**config.mk**
```make
export PLATFORM = sky130hd
export DESIGN_NAME = fft_frame_sequencer
export DESIGN_NICKNAME = d
export VERILOG_FILES = /design/src/rtl/dav_pkg.sv /design/src/rtl/sync_edge_det.sv /design/src/rtl/fft_frame_sequencer.sv
export SDC_FILE = /design/constraint.sdc
export NUM_CORES = 1
export LEC_CHECK = 0
export ABC_AREA = 1
export BUFFER_PORTS_ARGS = -buffer_cell sky130_fd_sc_hd__buf_2
export CAP_MARGIN = 0
export CORE_MARGIN = 4
export CORE_UTILIZATION = 35
export DETAILED_ROUTE_END_ITERATION = 12
export PLACE_DENSITY_LB_ADDON = 0.3
export SLEW_MARGIN = 30
export SYNTH_ARGS = -nofsm -noshare
export SYNTH_HDL_FRONTEND = slang
export SYNTH_SLANG_ARGS = --single-unit
```
**constraint.sdc**
```tcl
create_clock -name clk_50MHz -period 12.6 [get_ports clk_50MHz]
set_input_delay 1.89 -clock clk_50MHz [delete_from_list [all_inputs] [get_ports clk_50MHz]]
set_output_delay 1.89 -clock clk_50MHz [all_outputs]
set_load 0.05 [all_outputs]
```
**src/rtl/dav_pkg.sv**
```systemverilog
// Shared types for the FFT frame sequencer.
// Bin count, magnitude width and sequencer state encoding.
package dav_pkg;

  localparam int N_BINS = 16;
  localparam int MAG_W  = 14;

  typedef logic [MAG_W-1:0] mag_t;

  typedef enum logic [1:0] {
    IDLE,
    RST,
    START,
    LATCH
  } seq_state_t;

endpackage

```
**src/rtl/sync_edge_det.sv**
```systemverilog
// 2-flop synchronizer followed by a rising-edge detector.
// Ports: clk, rst (async high), d_in (async level), rise (1-cycle pulse).
module sync_edge_det (
  input  logic clk,
  input  logic rst,
  input  logic d_in,
  output logic rise
);

  logic s1_q, s1_d;
  logic s2_q, s2_d;
  logic s3_q, s3_d;

  always_comb begin
    s1_d = d_in;
    s2_d = s1_q;
    s3_d = s2_q;
  end

  always_ff @(posedge clk or posedge rst) begin
    if (rst) begin
      s1_q <= 1'b0;
      s2_q <= 1'b0;
      s3_q <= 1'b0;
    end else begin
      s1_q <= s1_d;
      s2_q <= s2_d;
      s3_q <= s3_d;
    end
  end

  // Only a 0->1 transition of the synchronized level counts.
  assign rise = s2_q & ~s3_q;

endmodule

```
**src/rtl/fft_frame_sequencer.sv**
```systemverilog
// Runs one FFT per display frame: trigger, reset, start, wait, latch bars.
// Ports: clk_50MHz, rst, vsync, frame_req, fft_done, mag_in[N] ->
//   fft_rst, fft_start, bars[N], bars_valid, busy, overrun_cnt,
//   timeout_flag. Optional macro PEAK_DECAY_EN enables peak-decay bars.
module fft_frame_sequencer
  import dav_pkg::*;
#(
  parameter int N        = dav_pkg::N_BINS,
  parameter int MAG_W    = dav_pkg::MAG_W,
  parameter int RST_HOLD = 250000,
  parameter int TIMEOUT  = 2500000
`ifdef PEAK_DECAY_EN
  ,
  parameter int DECAY_SHIFT = 3
`endif
) (
  input  logic             clk_50MHz,
  input  logic             rst,
  input  logic             vsync,
  input  logic             frame_req,
  input  logic             fft_done,
  input  logic [MAG_W-1:0] mag_in [N],
  output logic             fft_rst,
  output logic             fft_start,
  output logic [MAG_W-1:0] bars [N],
  output logic             bars_valid,
  output logic             busy,
  output logic [7:0]       overrun_cnt,
  output logic             timeout_flag
);

  localparam int MAXC  = (TIMEOUT > RST_HOLD) ? TIMEOUT : RST_HOLD;
  localparam int CNT_W = $clog2(MAXC + 1);

  typedef logic [CNT_W-1:0] cnt_t;

  logic vs_rise;
  logic done_rise;
  logic trig;

  seq_state_t       state_q, state_d;
  cnt_t             cnt_q, cnt_d;
  logic             fft_rst_q, fft_rst_d;
  logic             fft_start_q, fft_start_d;
  logic             bars_valid_q, bars_valid_d;
  logic             busy_q, busy_d;
  logic [7:0]       ovr_q, ovr_d;
  logic             tmo_q, tmo_d;
  logic [MAG_W-1:0] bars_q [N];
  logic [MAG_W-1:0] bars_d [N];

  sync_edge_det u_vs_sync (
    .clk  (clk_50MHz),
    .rst  (rst),
    .d_in (vsync),
    .rise (vs_rise)
  );

  sync_edge_det u_done_sync (
    .clk  (clk_50MHz),
    .rst  (rst),
    .d_in (fft_done),
    .rise (done_rise)
  );

  // Both sources in one cycle collapse into a single trigger.
  assign trig = vs_rise | frame_req;

  always_comb begin
    state_d      = state_q;
    cnt_d        = cnt_q;
    tmo_d        = tmo_q;
    ovr_d        = ovr_q;
    bars_valid_d = 1'b0;
    bars_d       = bars_q;

    unique case (state_q)
      IDLE: begin
        if (trig) begin
          state_d = RST;
          cnt_d   = cnt_t'(RST_HOLD - 1);
        end
      end
      RST: begin
        if (cnt_q == '0) begin
          state_d = START;
          cnt_d   = cnt_t'(TIMEOUT - 1);
        end else begin
          cnt_d = cnt_q - 1'b1;
        end
      end
      START: begin
        if (done_rise) begin
          state_d = LATCH;
        end else if (cnt_q == '0) begin
          state_d = IDLE;
          tmo_d   = 1'b1;
        end else begin
          cnt_d = cnt_q - 1'b1;
        end
      end
      LATCH: begin
        state_d = IDLE;
      end
      default: begin
        state_d = IDLE;
      end
    endcase

    if (trig && state_q != IDLE && ovr_q != 8'hFF) begin
      ovr_d = ovr_q + 8'd1;
    end

    // Capture on entry to LATCH so bars and bars_valid appear together.
    if (state_q == START && state_d == LATCH) begin
      bars_valid_d = 1'b1;
      for (int i = 0; i < N; i++) begin
`ifdef PEAK_DECAY_EN
        if (mag_in[i] > bars_q[i] - (bars_q[i] >> DECAY_SHIFT)) begin
          bars_d[i] = mag_in[i];
        end else begin
          bars_d[i] = bars_q[i] - (bars_q[i] >> DECAY_SHIFT);
        end
`else
        bars_d[i] = mag_in[i];
`endif
      end
    end

    fft_rst_d   = (state_d == RST);
    fft_start_d = (state_d == START);
    busy_d      = (state_d != IDLE);
  end

  always_ff @(posedge clk_50MHz or posedge rst) begin
    if (rst) begin
      state_q      <= IDLE;
      cnt_q        <= '0;
      fft_rst_q    <= 1'b0;
      fft_start_q  <= 1'b0;
      bars_valid_q <= 1'b0;
      busy_q       <= 1'b0;
      ovr_q        <= 8'd0;
      tmo_q        <= 1'b0;
      for (int i = 0; i < N; i++) begin
        bars_q[i] <= '0;
      end
    end else begin
      state_q      <= state_d;
      cnt_q        <= cnt_d;
      fft_rst_q    <= fft_rst_d;
      fft_start_q  <= fft_start_d;
      bars_valid_q <= bars_valid_d;
      busy_q       <= busy_d;
      ovr_q        <= ovr_d;
      tmo_q        <= tmo_d;
      bars_q       <= bars_d;
    end
  end

  assign fft_rst      = fft_rst_q;
  assign fft_start    = fft_start_q;
  assign bars         = bars_q;
  assign bars_valid   = bars_valid_q;
  assign busy         = busy_q;
  assign overrun_cnt  = ovr_q;
  assign timeout_flag = tmo_q;

endmodule
```
==> results.md <==
- RD Place Congestion: 0.8767
- Max-Cap Viols: 0
- Clock slew at reported path FFs: 0.06 ns
- Cell Rows: 67
- Clk root buf: clkbuf_16
- Met3 wire length: 2800 um
- PortBufs: 465
- Area share of the largest cell type after synthesis: 0.5576
- Seq/Total Area, Yosys: 0.5576
- Worst skew pair latency: 0.54 ns
- First-pass GRT wire length: 55210 um
- Worst slew pin tran: 0.8236 ns
- I/O Pins: 466
- Flop2flop setup slack: 8.67 ns
- CP Launch Type: input port
- DR iter-0 viols: 532
- Hold Buf Count CTS: 0
- Max incr delay on CP: 0.61 ns
- Fin crit share: 0.3178
- Worst Hold Slack: 0.3406 ns
- Crit path max-delay family: simple AND/OR/NAND/NOR gates
- Met1 WL: 14910 um
- Worst Setup SP: frame_req
- Reg-to-reg startpoint: state_q[1]
- Initial antenna violation count: 8
- Via density: 4.702
- Status: complete, no violations
- Die width: 193.0 um
- Die area: 0.03726 mm^2
- Non-Filler Instances: 2179
- Avg Cell Area, Syn: 9.413 um^2
- First-pass DRT Iterations: 5
- Total congestion overflow: 0
- HP Class: flip-flop to flip-flop
- Setup Viol. Count Final: 0
- Final number of hold-violating endpoints: 0
- Share of post-route cells with drive strength above 1: 0.3704
- Core area: 0.03362 mm^2
- Most frequent cells in the layout: nand2_1 (502), buf_2 (465), dfrtp_1 (267)
- Maximum buffer depth of the clock tree: 3
- Peak VDD IR: 0.1302 mV
- Synthesis Warnings: 0
- Largest net degree at the start of global routing: 131
- Worst-path fanout max: 126
- Average wire per standard cell: 16.51 um
- Leak: 8.491 nW
- Cts bufs inserted: 29
- Vias in the first global route: 10040
- Cell depth of the worst setup path: 10
- Synth Register Bits: 267
- Mapped cell area: 0.01198 mm^2
- Asr flop ratio synth: 1.000
- Via count: 10250
- Main flop type after synthesis: dfrtp_1
- Initial cell density of the core: 0.3565
- Worst r2r path cells: 12
- Total GRT Usage: 0.1825
- Most used cell, CP: nand2_1
- Placed Cells: 2120
- Clock skew: 0.01140 ns
- RSZ-0062 raised after global routing: no
- Post-synth EDFFs: 0
- Final nets: 1941
- Routed wire length: 35980 um
- PwrDens: 175.3 mW/mm^2
- Critical path, cell by cell: buf_2 > a21oi_1 > nand2_1 > inv_1 > nand2_1 > nand2_8 > nand2_8 > buf_6 > nand2_1 > nand2_1
- Crit path max-delay cell type: nand2_8
- CP Class: input port to flip-flop
- Synth top area cells: dfrtp_1 (56%), nand2_1 (16%), nand3_2 (8.5%)
- CTS H-Tree Depth: 1
- Worst Setup End Kind: flip-flop
- WP data arrival: 4.42 ns
- Synthesized net count: 1509
- Remaining DRCs: 0
- Setup TNS: 0 ns
- Post-DP HPWL: 24980 um
- CTS tree: done
- Buffer count from post-CTS setup fixing: 0
- Antenna-violating nets left: 0
- Slew HR: 0.4509
- R2r endpoint: bars[31]
- Crit path time final: 4.004 ns
- Die Span Y: 193.0 um
- Area Growth Syn to Fin: 28.34%
- Post-synth top area cell: dfrtp_1
- Met2 routed WL: 17040 um
- Synth unique cells: 39
- WP buf/inv: 3
- Worst endpoint required time: 13.02 ns
- Final Max Tran Viols: 0
- Uppermost routed layer: met5
- Critical Path End: bars[120]
- Clk sink count: 267
- Tot Pwr: 2.696 mW
- Synthesized instance count: 1273
- Most common cell after layout, fill and taps aside: nand2_1
- Post_cts resized: 0
- Fmax: 249.7 MHz
-- power breakdown --
group	switching [mW]	internal, mW	leakage (nW)	total [mW]
clock	0.339	0.518	0.463	0.858
combinational	0.604	0.182	4.62	0.785
sequential	0.0773	0.975	3.41	1.05
total	1.02	1.68	8.49	2.70
-- worst reg2reg max path, cell delays in order (launching register included) --
cell	delay [ns]
dfrtp_1	0.43
inv_1	0.08
ha_1	0.26
nor2_1	0.40
inv_1	0.26
nand3_2	0.13
nand3_2	0.07
nand2_2	0.13
nand2_8	0.36
nand2_8	0.75
buf_6	0.70
nand2_1	0.22
nand2_1	0.09
-- Yosys cell counts (7+ instances only) --
master	instances
nand3_2	102
nor3_1	9
xor2_1	10
dfrtp_1	267
nand3_1	142
nand2_1	502
buf_2	31
o21ai_0	27
buf_4	14
buf_12	11
nor2_1	45
inv_1	40
ha_1	7
buf_6	9
-- logic make-up after synthesis --
family,share of synthesized area
compound gates,0.02099
xor+xnor,0.01169
fa+ha+maj,0.007309
buf+inv,0.06516
flops,0.5576
simple gates,0.3373
-- layer usage --
layer,global-route usage,up-vias
li1,-,4950
met1,0.2438,4850
met2,0.2914,351
met3,0.04987,87
met4,0.05692,8
met5,0,-
-- worst min-delay path by stage --
stage	cells past startpoint	to	slack [ns]	from
final	0	u_done_sync.s2_q	0.34	u_done_sync.s1_q
after floorplan	0	u_done_sync.s2_q	0.33	u_done_sync.s1_q
after detailed placement	0	u_done_sync.s2_q	0.33	u_done_sync.s1_q
after global routing	0	u_done_sync.s2_q	0.36	u_done_sync.s1_q
after CTS	0	u_done_sync.s2_q	0.34	u_done_sync.s1_q
after global placement	0	u_done_sync.s2_q	0.34	u_done_sync.s1_q
-- state kept, by name, indices dropped and copies added (netlist names) --
signal            cells
state_q               2
u_done_sync.s1_q      1
overrun_cnt           8
timeout_flag          1
u_vs_sync.s2_q        1
fft_rst               1
u_vs_sync.s3_q        1
bars_valid            1
bars                224
fft_start             1
cnt_q                22
u_done_sync.s2_q      1
busy                  1
u_done_sync.s3_q      1
u_vs_sync.s1_q        1
-- stage by stage --
step	utilization	instance area [um^2]	setup WS [ns]
finish	0.4575	15380	8.596
detailed placement	0.4264	14340	7.771
CTS	0.4548	15290	8.345
global placement	0.4262	14330	7.830
floorplan	-	11980	3.356
global route	0.4573	15370	8.290
-- final cells by class --
class / count / area (um^2)
fillers: 3319 / 18240
flip-flops and latches: 267 / 6681
multi-input cells: 890 / 4529
repair buffers: 476 / 2472
clock buffers: 45 / 845.8
well taps: 448 / 560.5
inverters: 41 / 166.4
clock inverters: 6 / 107.6
diodes: 6 / 15.01
No activity file was read; power rests on OpenSTA's default activity.
